--- src/rtl/rgb_matrix_pkg.sv ---
// Shared types and default sizing for the RGB matrix scan driver.
// Imported by the frame buffer and the driver top.
package rgb_matrix_pkg;

    localparam int DEF_COLS    = 8;
    localparam int DEF_ROWS    = 8;
    localparam int DEF_BPC     = 1;
    localparam int DEF_CLK_DIV = 128;
    localparam int DEF_DWELL   = 16;

    typedef enum logic [2:0] {
        IDLE,
        CLEAR,
        SHIFT,
        LATCH,
        DISPLAY,
        BLANK
    } state_t;

endpackage

--- src/rtl/rgb_frame_buffer.sv ---
// Two-bank row memory; one bank is shown while the other is written.
// Read returns a single bit plane of one row as an {R,G,B} message.
module rgb_frame_buffer
    import rgb_matrix_pkg::*;
#(
    parameter int  COLS = DEF_COLS,
    parameter int  ROWS = DEF_ROWS,
    parameter int  BPC  = DEF_BPC,
    localparam int DW   = 3 * COLS * BPC,
    localparam int RW   = $clog2(ROWS),
    localparam int PW   = (BPC > 1) ? $clog2(BPC) : 1
) (
    input  logic              clk,
    input  logic              rst_n,
    input  logic              wr_en,
    input  logic              wr_bank,
    input  logic [RW-1:0]     wr_row,
    input  logic [DW-1:0]     wr_data,
    input  logic              rd_bank,
    input  logic [RW-1:0]     rd_row,
    input  logic [PW-1:0]     rd_plane,
    output logic [3*COLS-1:0] rd_msg
);

    logic [DW-1:0] mem [2][ROWS];
    logic [DW-1:0] row_word;

    always_ff @(posedge clk or negedge rst_n) begin
        if (!rst_n) begin
            for (int b = 0; b < 2; b++) begin
                for (int r = 0; r < ROWS; r++) begin
                    mem[b][r] <= '0;
                end
            end
        end else if (wr_en && (int'(wr_row) < ROWS)) begin
            mem[wr_bank][wr_row] <= wr_data;
        end
    end

    // Forward a same-cycle write so a capture never sees stale data.
    always_comb begin
        row_word = mem[rd_bank][rd_row];
        if (wr_en && (wr_bank == rd_bank) && (wr_row == rd_row)) begin
            row_word = wr_data;
        end
        rd_msg = '0;
        for (int ch = 0; ch < 3; ch++) begin
            for (int c = 0; c < COLS; c++) begin
                rd_msg[ch*COLS + c] =
                    row_word[ch*COLS*BPC + c*BPC + int'(rd_plane)];
            end
        end
    end

endmodule

--- src/rtl/rgb_matrix_driver.sv ---
// Row-multiplexed RGB matrix driver with binary-coded modulation
// and double-buffered frame memory.
module rgb_matrix_driver
    import rgb_matrix_pkg::*;
#(
    parameter int COLS    = DEF_COLS,
    parameter int ROWS    = DEF_ROWS,
    parameter int BPC     = DEF_BPC,
    parameter int CLK_DIV = DEF_CLK_DIV,
    parameter int DWELL   = DEF_DWELL
) (
    input  logic                      clk,
    input  logic                      rst_n,
    input  logic                      enable,
    input  logic                      wr_en,
    input  logic [$clog2(ROWS)-1:0]   wr_row,
    input  logic [3*COLS*BPC-1:0]     wr_data,
    input  logic                      swap,
    output logic                      SH_CP,
    output logic                      ST_CP,
    output logic                      DS,
    output logic                      OE,
    output logic                      SR_CLR,
    output logic [ROWS-1:0]           KATOT,
    output logic                      frame_done,
    output logic                      swap_pending
);

    localparam int RW  = $clog2(ROWS);
    localparam int PW  = (BPC > 1) ? $clog2(BPC) : 1;
    localparam int CW  = $clog2(CLK_DIV);
    localparam int MW  = 3 * COLS;
    localparam int BW  = $clog2(MW);
    localparam int DCW = $clog2((DWELL << (BPC - 1)) + 1);
    localparam logic [ROWS-1:0] ROW0 = ROWS'(1) << (ROWS - 1);

    state_t         state;
    logic [CW-1:0]  div_cnt;
    logic           tick;
    logic [RW-1:0]  row;
    logic [PW-1:0]  plane;
    logic [MW-1:0]  msg;
    logic [BW-1:0]  bit_cnt;
    logic           phase;
    logic           sub;
    logic [DCW-1:0] dcnt;
    logic           front_sel;

    logic           pl_last;
    logic           row_last;
    logic [PW-1:0]  nxt_plane;
    logic [RW-1:0]  nxt_row;
    logic           frame_end;
    logic           apply;
    logic           load;
    logic           dwell_last;
    logic [RW-1:0]  rd_row;
    logic [PW-1:0]  rd_plane;
    logic [MW-1:0]  rd_msg;

    assign tick = (div_cnt == CW'(CLK_DIV - 1));

    always_ff @(posedge clk or negedge rst_n) begin
        if (!rst_n) begin
            div_cnt <= '0;
        end else begin
            div_cnt <= tick ? '0 : div_cnt + 1'b1;
        end
    end

    always_comb begin
        pl_last    = (plane == PW'(BPC - 1));
        row_last   = (row == RW'(ROWS - 1));
        nxt_plane  = pl_last ? '0 : plane + 1'b1;
        nxt_row    = row;
        if (pl_last) begin
            nxt_row = row_last ? '0 : row + 1'b1;
        end
        frame_end  = (state == BLANK) && pl_last && row_last;
        apply      = frame_end && tick && swap_pending;
        load       = tick && (((state == CLEAR) && sub) ||
                     ((state == BLANK) && (!frame_end || enable)));
        dwell_last = (dcnt == DCW'((DWELL << plane) - 1));
        rd_row     = (state == BLANK) ? nxt_row : '0;
        rd_plane   = (state == BLANK) ? nxt_plane : '0;
    end

    // Reads go to the bank that will be front after any pending swap.
    rgb_frame_buffer #(
        .COLS (COLS),
        .ROWS (ROWS),
        .BPC  (BPC)
    ) u_fb (
        .clk      (clk),
        .rst_n    (rst_n),
        .wr_en    (wr_en),
        .wr_bank  (~front_sel),
        .wr_row   (wr_row),
        .wr_data  (wr_data),
        .rd_bank  (front_sel ^ apply),
        .rd_row   (rd_row),
        .rd_plane (rd_plane),
        .rd_msg   (rd_msg)
    );

    always_ff @(posedge clk or negedge rst_n) begin
        if (!rst_n) begin
            state        <= IDLE;
            SH_CP        <= 1'b0;
            ST_CP        <= 1'b0;
            DS           <= 1'b0;
            OE           <= 1'b1;
            SR_CLR       <= 1'b1;
            KATOT        <= '0;
            frame_done   <= 1'b0;
            swap_pending <= 1'b0;
            front_sel    <= 1'b0;
            row          <= '0;
            plane        <= '0;
            msg          <= '0;
            bit_cnt      <= '0;
            phase        <= 1'b0;
            sub          <= 1'b0;
            dcnt         <= '0;
        end else begin
            frame_done <= 1'b0;
            if (apply) begin
                swap_pending <= 1'b0;
                front_sel    <= ~front_sel;
            end else if (swap) begin
                swap_pending <= 1'b1;
            end
            if (tick) begin
                unique case (state)
                    IDLE: begin
                        if (enable) begin
                            state  <= CLEAR;
                            SR_CLR <= 1'b0;
                            sub    <= 1'b0;
                        end
                    end
                    CLEAR: begin
                        if (!sub) begin
                            sub <= 1'b1;
                        end else begin
                            SR_CLR <= 1'b1;
                            row    <= '0;
                            plane  <= '0;
                        end
                    end
                    SHIFT: begin
                        if (!phase) begin
                            SH_CP <= 1'b1;
                            phase <= 1'b1;
                        end else if (bit_cnt == BW'(MW - 1)) begin
                            SH_CP <= 1'b0;
                            ST_CP <= 1'b1;
                            DS    <= 1'b0;
                            sub   <= 1'b0;
                            state <= LATCH;
                        end else begin
                            SH_CP   <= 1'b0;
                            DS      <= msg[1];
                            msg     <= msg >> 1;
                            bit_cnt <= bit_cnt + 1'b1;
                            phase   <= 1'b0;
                        end
                    end
                    LATCH: begin
                        if (!sub) begin
                            ST_CP <= 1'b0;
                            sub   <= 1'b1;
                        end else begin
                            state <= DISPLAY;
                            OE    <= 1'b0;
                            KATOT <= ROW0 >> row;
                            dcnt  <= '0;
                        end
                    end
                    DISPLAY: begin
                        if (dwell_last) begin
                            state <= BLANK;
                            OE    <= 1'b1;
                            KATOT <= '0;
                        end else begin
                            dcnt <= dcnt + 1'b1;
                        end
                    end
                    BLANK: begin
                        plane <= nxt_plane;
                        row   <= nxt_row;
                        if (frame_end) begin
                            frame_done <= 1'b1;
                            if (!enable) begin
                                state <= IDLE;
                            end
                        end
                    end
                    default: state <= IDLE;
                endcase
                if (load) begin
                    state   <= SHIFT;
                    msg     <= rd_msg;
                    DS      <= rd_msg[0];
                    SH_CP   <= 1'b0;
                    bit_cnt <= '0;
                    phase   <= 1'b0;
                end
            end
        end
    end

endmodule

--- config.mk ---
export PLATFORM = sky130hd
export DESIGN_NAME = rgb_matrix_driver
export DESIGN_NICKNAME = d
export VERILOG_FILES = /design/src/rtl/rgb_matrix_pkg.sv /design/src/rtl/rgb_frame_buffer.sv /design/src/rtl/rgb_matrix_driver.sv
export SDC_FILE = /design/constraint.sdc
export NUM_CORES = 1
export LEC_CHECK = 0
export ABC_AREA = 1
export BUFFER_PORTS_ARGS = -buffer_cell sky130_fd_sc_hd__buf_2
export CAP_MARGIN = 30
export CELL_PAD_IN_SITES_DETAIL_PLACEMENT = 0
export CELL_PAD_IN_SITES_GLOBAL_PLACEMENT = 1
export CORE_MARGIN = 3
export CORE_UTILIZATION = 40
export CTS_CLUSTER_DIAMETER = 50
export CTS_CLUSTER_SIZE = 25
export DETAILED_ROUTE_END_ITERATION = 7
export GPL_TIMING_DRIVEN = 0
export HOLD_SLACK_MARGIN = 0.12
export PLACE_DENSITY = 0.74
export SETUP_SLACK_MARGIN = 0.05
export SYNTH_ARGS = -nofsm -noshare
export SYNTH_HDL_FRONTEND = slang
export SYNTH_SLANG_ARGS = --single-unit
--- constraint.sdc ---
create_clock -name clk -period 3.1 [get_ports clk]
set_clock_uncertainty 0.2 [all_clocks]
set_input_delay 0.93 -clock clk [delete_from_list [all_inputs] [get_ports clk]]
set_output_delay 0.93 -clock clk [all_outputs]
set_load 0.02 [all_outputs]
; Yosys cells after proc, flatten, opt, wreduce, memory -nomap -nowiden
; Index checks and enable logic that the tools add are counted.
[word_totals]
input_bits = 32
reg_bits = 450
wordCells = 308
output_inout_bits = 15
[classes]
magnitude_cmp = 30
n_reduce_logical = 34
bitwise = 7
n_mux = 144
addsub = 29
eq_ne = 28
n_shift = 2
[ops]
columns = operator, count
row1 = 2-to-1 mux 192 bit, 4
row2 = "< comparator 32 x 7 -> 1 bit, second input constant", 23
row3 = bitwise mux 384 bit, 1
row4 = demux 192 bit (select 1 bit), 1
row5 = 2-to-1 mux 24 bit, 8
row6 = binary-select mux 1 bit (select 5 bit), 23
row7 = 2-to-1 mux 1 bit, 75
row8 = binary-select mux 24 bit (select 3 bit), 1
row9 = demux 24 bit (select 3 bit), 1
row10 = "adder 5 x 1 -> 6 bit, first input constant", 8
row11 = "adder 4 x 1 -> 5 bit, first input constant", 8
row12 = 2-to-1 mux 3 bit, 12
row13 = 2-to-1 mux 5 bit, 6
row14 = "inequality test 3 bit, second input constant", 7
row15 = "inequality test 2 bit, second input constant", 10
row16 = case mux 3 bit (6 select lines), 1
row17 = "adder 3 x 1 -> 4 bit, first input constant", 4
row18 = 2-to-1 mux 8 bit, 2
row19 = case mux 8 bit (2 select lines), 1
row20 = AND reduction 4 bit, 4
row21 = nonzero test 2 bit, 7
row22 = logical AND 1 bit, 11
row23 = "adder 5 x 1 -> 5 bit, second input constant", 2
row24 = case mux 5 bit (2 select lines), 1
row25 = 38 further kinds, 53

; Longest topological paths before layout
; Gate-level depths: netlist of run 1.
[logic_depth]
depth_word = 18
ltp_mapped = 17
depth_no_buf = 15

; Modules after synthesis
; From an unflattened synthesis of run 1, not the netlist that was laid out.
[unflattened]
hier_cells = 2991
area_unflattened_um2 = 22527.9
[by_module_without_submodules]
columns = mod, area_per_inst_um2, cells_per_inst, n_inst, seq_area_each_um2
row1 = rgb_frame_buffer, 19035.8, 2544, 1, 9609.2
row2 = rgb_matrix_driver, 3492.1, 447, 1, 1604.0

; Worst setup path before layout of run 1
; No wires, ideal clock.
[synth_timing]
path_kind = input to register
startpoint = in wr_row[0]
endpoint = reg u_fb.mem[199] in the netlist's numbering
t_required_ns = 2.817
cell_stages = 7
t_arrival_ns = 2.340
setup_ns = 0.083
setup_slack_ns = 0.477
n_path_buf = 3
cell_sequence = clkbuf_1 inv_1 nor4_1 clkbuf_1 clkbuf_1 nand2_1 o21ai_0
[synth_between]
elab_chain_cells = 8
word_cells_on_any_way = 9
cone_classes = order compare: 2 / mux: 5 / bitwise: 1 / reduce/logical: 1
[synth_lines]
columns = element, line
row1 = "start, declared", rgb_matrix_driver.sv:16  ; input logic [$clog2(ROWS)-1:0] wr_row,
row2 = inverter 3 -> 4 bit (implied by the code) *, rgb_frame_buffer.sv:36  ; mem[wr_bank][wr_row] <= wr_data;
row3 = greater-or-equal comparator 4 bit (implied by the code) or < comparator 4 x 1 -> 1 bit (tied branches), rgb_frame_buffer.sv:36
row4 = logical AND 1 bit (implied by the code), rgb_frame_buffer.sv:36
row5 = 2-to-1 mux 24 bit (implied by the code), rgb_frame_buffer.sv:36
row6 = demux 24 bit (select 3 bit) *, rgb_frame_buffer.sv:36
row7 = 2-to-1 mux 192 bit (implied by the code) *, rgb_frame_buffer.sv:36
row8 = demux 192 bit (select 1 bit) *, rgb_frame_buffer.sv:36
row9 = bitwise mux 384 bit *, rgb_frame_buffer.sv:36
row10 = "end signal, assigned by index", rgb_frame_buffer.sv:36
row11 = "end, declared", rgb_frame_buffer.sv:25  ; logic [DW-1:0] mem [2][ROWS];
; Every way passes the cells marked *; elsewhere a longest branch is shown, timed or not.
; A chain may end at the register's enable or synchronous reset.

; Worst setup path after layout of run 1
[layout_timing]
startpoint = reg row[1]
endpoint = reg msg[9]
[layout_between]
elab_chain_cells = 17
word_cells_on_any_way = 35
cone_classes = add/sub: 1 / eq/ne: 4 / mux: 14 / bitwise: 3 / reduce/logical: 13
[layout_lines]
columns = element, line
row1 = "start, declared", rgb_matrix_driver.sv:40  ; logic [RW-1:0] row;
row2 = "start signal, assigned", rgb_matrix_driver.sv:191  ; row <= nxt_row;
row3 = equality test 3 bit, rgb_matrix_driver.sv:73  ; row_last = (row == RW'(ROWS - 1));
row4 = logical AND 1 bit, rgb_matrix_driver.sv:79  ; frame_end = (state == BLANK) && pl_last && row_last;
row5 = logical AND 1 bit (2 in series), rgb_matrix_driver.sv:80  ; apply = frame_end && tick && swap_pending;
row6 = XOR 1 bit, rgb_matrix_driver.sv:100  ; .rd_bank (front_sel ^ apply),
row7 = inverter 1 -> 2 bit (implied by the code), rgb_frame_buffer.sv:42  ; row_word = mem[rd_bank][rd_row];
row8 = 2-to-1 mux 192 bit (implied by the code) (3 in series), rgb_frame_buffer.sv:42
row9 = binary-select mux 24 bit (select 3 bit), rgb_frame_buffer.sv:42
row10 = 2-to-1 mux 24 bit (implied by the code) (2 in series), rgb_frame_buffer.sv:42
row11 = 2-to-1 mux 24 bit, rgb_frame_buffer.sv:43  ; if (wr_en && (wr_bank == rd_bank) && (wr_row == rd_row)) begin
row12 = binary-select mux 1 bit (select 5 bit), rgb_frame_buffer.sv:50  ; row_word[ch*COLS*BPC + c*BPC + int'(rd_plane)];
row13 = 2-to-1 mux 1 bit (implied by the code) (2 in series), rgb_frame_buffer.sv:50
row14 = 2-to-1 mux 24 bit, rgb_matrix_driver.sv:201  ; if (load) begin
row15 = "end signal, assigned", rgb_matrix_driver.sv:164  ; msg <= msg >> 1;
row16 = "end signal, assigned", rgb_matrix_driver.sv:203  ; msg <= rd_msg;
row17 = "end, declared", rgb_matrix_driver.sv:42  ; logic [MW-1:0] msg;
; Parallel ways exist; a longest one is shown, timed or not. The select of a mux whose other input is x is not followed.

==> results of run 1 <==
-- logic make-up after synthesis --
family	count (synthesis)
mux	1
compound gates	499
simple gates	1292
xor+xnor	5
fa+ha+maj	10
buf+inv	679
flops	448
-- final cells by class --
cell class / count / area (sq um) / area share
Tap cell: 696 / 871 / 0.0341
Multi-Input combinational cell: 1808 / 8390 / 0.329
Buffer: 196 / 933 / 0.0366
Clock buffer: 61 / 1450 / 0.0569
Inverter: 483 / 1820 / 0.0712
Timing Repair Buffer: 62 / 458 / 0.0179
Antenna cell: 2 / 5.00 / 0.000196
Sequential cell: 448 / 11200 / 0.439
Clock inverter: 38 / 380 / 0.0149
-- where the power goes --
part / leakage, nW / internal (mW) / switching (mW)
registers: 5.54 / 6.33 / 0.218
clock network: 0.881 / 3.71 / 2.79
logic: 6.44 / 0.280 / 0.642
-- routing by layer --
metal	wire, microns	vias up
li1	-	9433
met1	33300	9389
met2	34400	534
met3	4410	100
met4	1540	0
met5	0	-
-- sequential cells by signal, indices dropped and copies added, names as in the netlist --
name / flops
u_fb.mem: 384
KATOT: 8
DS: 1
OE: 1
swap_pending: 1
msg: 23
div_cnt: 7
sub: 1
row: 3
ST_CP: 1
dcnt: 5
phase: 1
front_sel: 1
state: 3
bit_cnt: 5
SR_CLR: 1
frame_done: 1
SH_CP: 1
-- repair_timing --
item / in CTS / in global routing
endpoints found under the hold margin: 61 / 0
setup endpoints to repair: 24 / 27
gates resized for setup: 31 / 46
buffers inserted: 0 / 12
cloned: 0 / 1
hold buffers: 1 / 0
pin swaps: 0 / 7
-- stage by stage --
step	power (mW)	setup TNS (ns)	utilization
CTS	14.1	0	0.466
finish	14.0	0	0.470
global route	14.6	-0.00180	0.470
floorplan	7.13	0	-
global placement	7.51	-3715.79	0.428
detailed placement	7.57	-29.06	0.430
-- final timing paths --
kind | to | slack (ns) | depth (start not counted)
max in group asynchronous | u_fb.mem[235] | 0.49 | 4
worst max register to register | msg[9] | 0.09 | 12
worst max-delay path | msg[9] | 0.09 | 12
worst min-delay path | div_cnt[0] | 0.26 | 1
worst min register to register | div_cnt[0] | 0.26 | 1
min in group asynchronous | msg[9] | 0.66 | 2
-- layout by cell type (no fill, tap or decap), types with 12 or more instances in the layout --
cell type / instances
nand2_1: 807
inv_1: 467
dfrtp_1: 446
o21ai_0: 425
nand3_1: 382
clkbuf_1: 125
buf_2: 68
a21oi_1: 58
clkbuf_16: 57
nor2_1: 35
or2_2: 22
clkbuf_2: 19
buf_4: 18
nand3_2: 16
buf_6: 12
==> flow_summary.json, run 1 <==
{
  "rows": 85,
  "gp_congestion": 0.907,
  "die_area_sq_um": 58200,
  "grt_usage": 0.257,
  "syn2layout_area_growth_pct": 15.3,
  "ys_seq_area_frac": 0.507,
  "synth_top_cell_area_share": 0.504,
  "yosys.area.top_type": "dfrtp_1",
  "layout.cells.non_filler": 3794,
  "yosys.area_share.adder": 0.00565,
  "drt_first_iter_violations": 1705,
  "yosysMostFrequentCell": "nand2_1",
  "grt_max_degree": 118,
  "overflow": 0,
  "ios": 47,
  "netlist_area_sq_um": 22100,
  "synth_cell_type_count": 38,
  "synthMuxAreaShare": 0.000452,
  "hold_viol": 0,
  "top_usage_layer": "met2",
  "cp-end-kind": "register",
  "synth_flop_cell": "dfrtp_1",
  "critPathSlowestCell": "dfrtp_1",
  "cp_num_buf_inv": 4,
  "max_stage_delay_ns": 0.40,
  "dp.cells": 3679,
  "worstSetupPathType": "reg -> reg",
  "grt_use_met3": 0.0409,
  "fin_ws_ns": 0.0858,
  "core_sq_um": 54200,
  "cp-startpoint": "row[1]",
  "grt_use_met1": 0.360,
  "use_met2": 0.422,
  "start_util": 0.408,
  "grt_pass1_vias": 18800,
  "tightest_slew_ns": 0.849,
  "clockRootBuffer": "clkbuf_16",
  "maxSlewHeadroom": 0.432,
  "crit_arrival_ns": 3.30,
  "die_w_microns": 241,
  "numCtsBuffers": 54,
  "dr_total_vias": 19500,
  "hold-worst-slack_ns": 0.260,
  "drive_above_1_share": 0.0924,
  "clock_path_buffers": 3,
  "drc": 0,
  "cpMostUsedCell": "nand3_1",
  "cp_top_family": "buffers and inverters",
  "syn_area_per_cell_sq_um": 7.54,
  "post-route-min-period_ns": 3.01,
  "antenna_left": 0,
  "nets": 3095,
  "min_from": "div_cnt[0]",
  "synth_cells": 2934,
  "rsz0062_at_grt": "yes",
  "drv_cap": 0,
  "status": "completed",
  "dieHeight_microns": 241,
  "htree_levels": 2,
  "dr.pass1.iters": 5,
  "slew_viol_final": 0,
  "fillers": 5532,
  "min_path_type": "reg -> reg",
  "cellLeakagePower_nw": 12.9,
  "port_buffers": 45,
  "max_clock_freq_ghz": 0.332,
  "fin_area_sq_um": 25500,
  "dpl.hpwl_microns": 55300,
  "synth_simple_gate_area_share": 0.249,
  "cts_tree": "yes",
  "synth-compound-area-share": 0.116,
  "worst-path-max-fanout": 10,
  "synth-xor-area-share": 0.00198,
  "syn_nets": 2976,
  "crit_chain": "ha_1 -> ha_1 -> inv_2 -> nand3_1 -> inv_1 -> buf_2 -> clkbuf_4 -> nand3_1 -> nand3_1 -> nand3_1 -> nand2_1 -> a21oi_1",
  "placed_area_sq_um": 23300,
  "synth-warning-count": 0,
  "period_share": 0.972,
  "antenna_found_initial": 2,
  "ir_drop_uv": 373,
  "synthArstFlopShare": 1.00,
  "synth_area_leaders": "dfrtp_1 50%, nand2_1 14%, o21ai_0 9.6%",
  "cts.sinks": 448,
  "wl_per_cell_microns": 19.4,
  "clk_latency_ns": 0.61,
  "synth_top_family_by_area": "simple AND/OR/NAND/NOR gates",
  "powerDensity_nw_per_um2": 547,
  "dp_worst_setup_slack_ns": -0.450,
  "viasPerCell": 5.13,
  "synth_edf_count": 0,
  "timing.rr.start": "row[1]",
  "required_ns": 3.39,
  "synth_seq_cells": 448,
  "drt_wl_total_microns": 73600,
  "clk_pin_slew_worst_paths_ns": 0.06,
  "synth_commonest_cells": "809 x nand2_1, 468 x inv_1, 446 x dfrtp_1",
  "setup_viol": 0,
  "grt_pass1_wl_microns": 113000,
  "crit_path_start_kind": "register"
}
Power figures use the tool's default switching activity.
==> run 2, diff against run 1 <==
--- a/config.mk
+++ b/config.mk
@@ -18,6 +18,7 @@
 export GPL_TIMING_DRIVEN = 0
 export HOLD_SLACK_MARGIN = 0.12
 export PLACE_DENSITY = 0.74
+export REMOVE_ABC_BUFFERS = 1
 export SETUP_SLACK_MARGIN = 0.05
 export SYNTH_ARGS = -nofsm -noshare
 export SYNTH_HDL_FRONTEND = slang
==> run 2 against run 1 <==
Power is 0.60% higher; routed wire length is 3.4% lower; combinational power is 6.1% lower; count of clock-buffer cells in the layout grew 3; final cell count down 3.2%; cell area rose by 1.8%; clock power is 2% higher; worst hold slack gained 0.016 ns; global-route usage is 1.2 points lower; critical path type unchanged; critical endpoint is now msg[5].
==> flow_summary.json, run 2 (synthesis gave the netlist of run 1 again) <==
{
  "required_ns": 3.37,
  "cp-end-kind": "register",
  "dpl.hpwl_microns": 38000,
  "maxSlewHeadroom": 0.449,
  "seq_area_sq_um": 11200,
  "internal-power_mw": 10.5,
  "cts_tree": "yes",
  "seqPwrFrac": 0.465,
  "die_area_sq_um": 58200,
  "drv_cap": 0,
  "post-route-min-period_ns": 2.98,
  "largest_register": "u_fb.mem",
  "fin_ws_ns": 0.122,
  "die_w_microns": 241,
  "wl_per_cell_microns": 19.4,
  "largest_reg_flops": 384,
  "ios": 47,
  "hold_viol": 0,
  "insertedDiodeCount": 0,
  "clk_latency_ns": 0.60,
  "slew_viol_final": 0,
  "drt_first_iter_violations": 1926,
  "most-common-layout-cells": "801 x nand2_1, 466 x inv_1, 446 x dfrtp_1, 422 x o21ai_0, 391 x nand3_1",
  "p_clk_frac": 0.473,
  "htree_levels": 2,
  "ir_drop_uv": 408,
  "setup_viol": 0,
  "clockRootBuffer": "clkbuf_16",
  "viasPerCell": 5.22,
  "dr_total_vias": 19200,
  "final_common_cell": "nand2_1",
  "clock_path_buffers": 3,
  "rsz0062_at_grt": "yes",
  "dp_worst_setup_slack_ns": -1.43,
  "antenna_found_initial": 2,
  "cts.sinks": 448,
  "powerDensity_nw_per_um2": 541,
  "top_regs": "u_fb.mem: 384 flops, msg: 23 flops, KATOT: 8 flops",
  "dieHeight_microns": 241,
  "switching_power_mw": 3.57,
  "hold-worst-slack_ns": 0.277,
  "cellLeakagePower_nw": 13.0,
  "core_sq_um": 54200,
  "nets": 2974,
  "max_clock_freq_ghz": 0.336,
  "status": "completed",
  "drt_wl_total_microns": 71100,
  "multi_input_area_sq_um": 8540,
  "period_share": 0.961,
  "crit_arrival_ns": 3.25,
  "fillers": 5259,
  "gp_congestion": 0.771,
  "syn2layout_area_growth_pct": 17.4,
  "min_path_type": "reg -> reg",
  "drc": 0,
  "port_buffers": 46,
  "antenna_left": 0,
  "crit_path_start_kind": "register",
  "grt_pass1_wl_microns": 108000,
  "tightest_slew_ns": 0.825,
  "clk_pin_slew_worst_paths_ns": 0.06,
  "pwr-share-comb": 0.062,
  "grt_pass1_vias": 18100,
  "start_util": 0.408,
  "dr.pass1.iters": 6,
  "numCtsBuffers": 55,
  "overflow": 0,
  "drive_above_1_share": 0.102,
  "swShare": 0.254,
  "worst-path-max-fanout": 14,
  "grt_usage": 0.244,
  "grt_max_degree": 115,
  "worstSetupPathType": "reg -> reg",
  "rows": 85
}
## run 2: repair_timing
action | CTS | global route
pin swaps | 8 | 4
hold buffers | 1 | 0
endpoints found under the hold margin | 30 | 0
gates resized for setup | 21 | 14
buffers inserted | 22 | 11
gates cloned | 12 | 4
setup endpoints to repair | 33 | 27
## run 2: per-stage QoR
step                utilization  area [sq um]  std cells  total power [mW]  TNS [ns]
detailed placement        0.431         23400       3521              7.50    -48.91
global placement          0.413         22400       3480              7.43  -4429.79
finish                    0.479         26000       3674              14.0         0
global route              0.479         26000       3674              14.7   -0.0777
CTS                       0.475         25800       3659              14.2         0
floorplan                     -         21300       2738              7.11    -73.91
## run 2: area by class of cell
type	count	area share
Inverter	483	0.0712
Timing Repair Buffer	130	0.0617
Clock buffer	64	0.0575
Multi-Input combinational cell	1814	0.329
Sequential cell	448	0.432
Clock inverter	39	0.0156
Tap cell	696	0.0335
## run 2: power groups by stage
stage | sequential, mW | combinational (mW) | clock, mW
2_1_floorplan | 6.59 | 0.520 | 0
3_3_place_gp | 6.63 | 0.793 | 0
3_5_place_dp | 6.64 | 0.867 | 0
4_1_cts | 6.53 | 0.875 | 6.79
5_1_grt | 6.59 | 1.04 | 7.02
6_report | 6.54 | 0.866 | 6.64
## run 2: path summary, 6_finish.rpt
path | from | to | slack [ns] | cells after the start
hold reg to reg | KATOT[0] | KATOT[0] | 0.28 | 2
min in group asynchronous | rst_n | u_fb.mem[3] | 0.60 | 2
hold / removal | KATOT[0] | KATOT[0] | 0.28 | 2
setup reg to reg | row[0] | msg[5] | 0.12 | 15
setup / recovery | row[0] | msg[5] | 0.12 | 15
max in group asynchronous | rst_n | u_fb.mem[284] | 0.72 | 4
## run 2: metal layers
layer	GRT usage	up-vias	share of wire
met3	0.0419	142	0.072
met5	0	-	0.00045
met4	0.0887	4	0.035
li1	-	9205	-
met2	0.385	696	0.45
met1	0.341	9136	0.45
## run 2: critical path: stages, from the launching register on
cell and delay (ns):
dfrtp_1 0.40, ha_1 0.23, ha_1 0.22, inv_2 0.14, nand3_4 0.12, buf_16 0.16
xor2_1 0.16, nor3_2 0.13, nand4_1 0.15, buf_4 0.20, buf_16 0.15, buf_16 0.16
o21ai_0 0.16, inv_1 0.07, nand2_2 0.10, a21oi_1 0.07
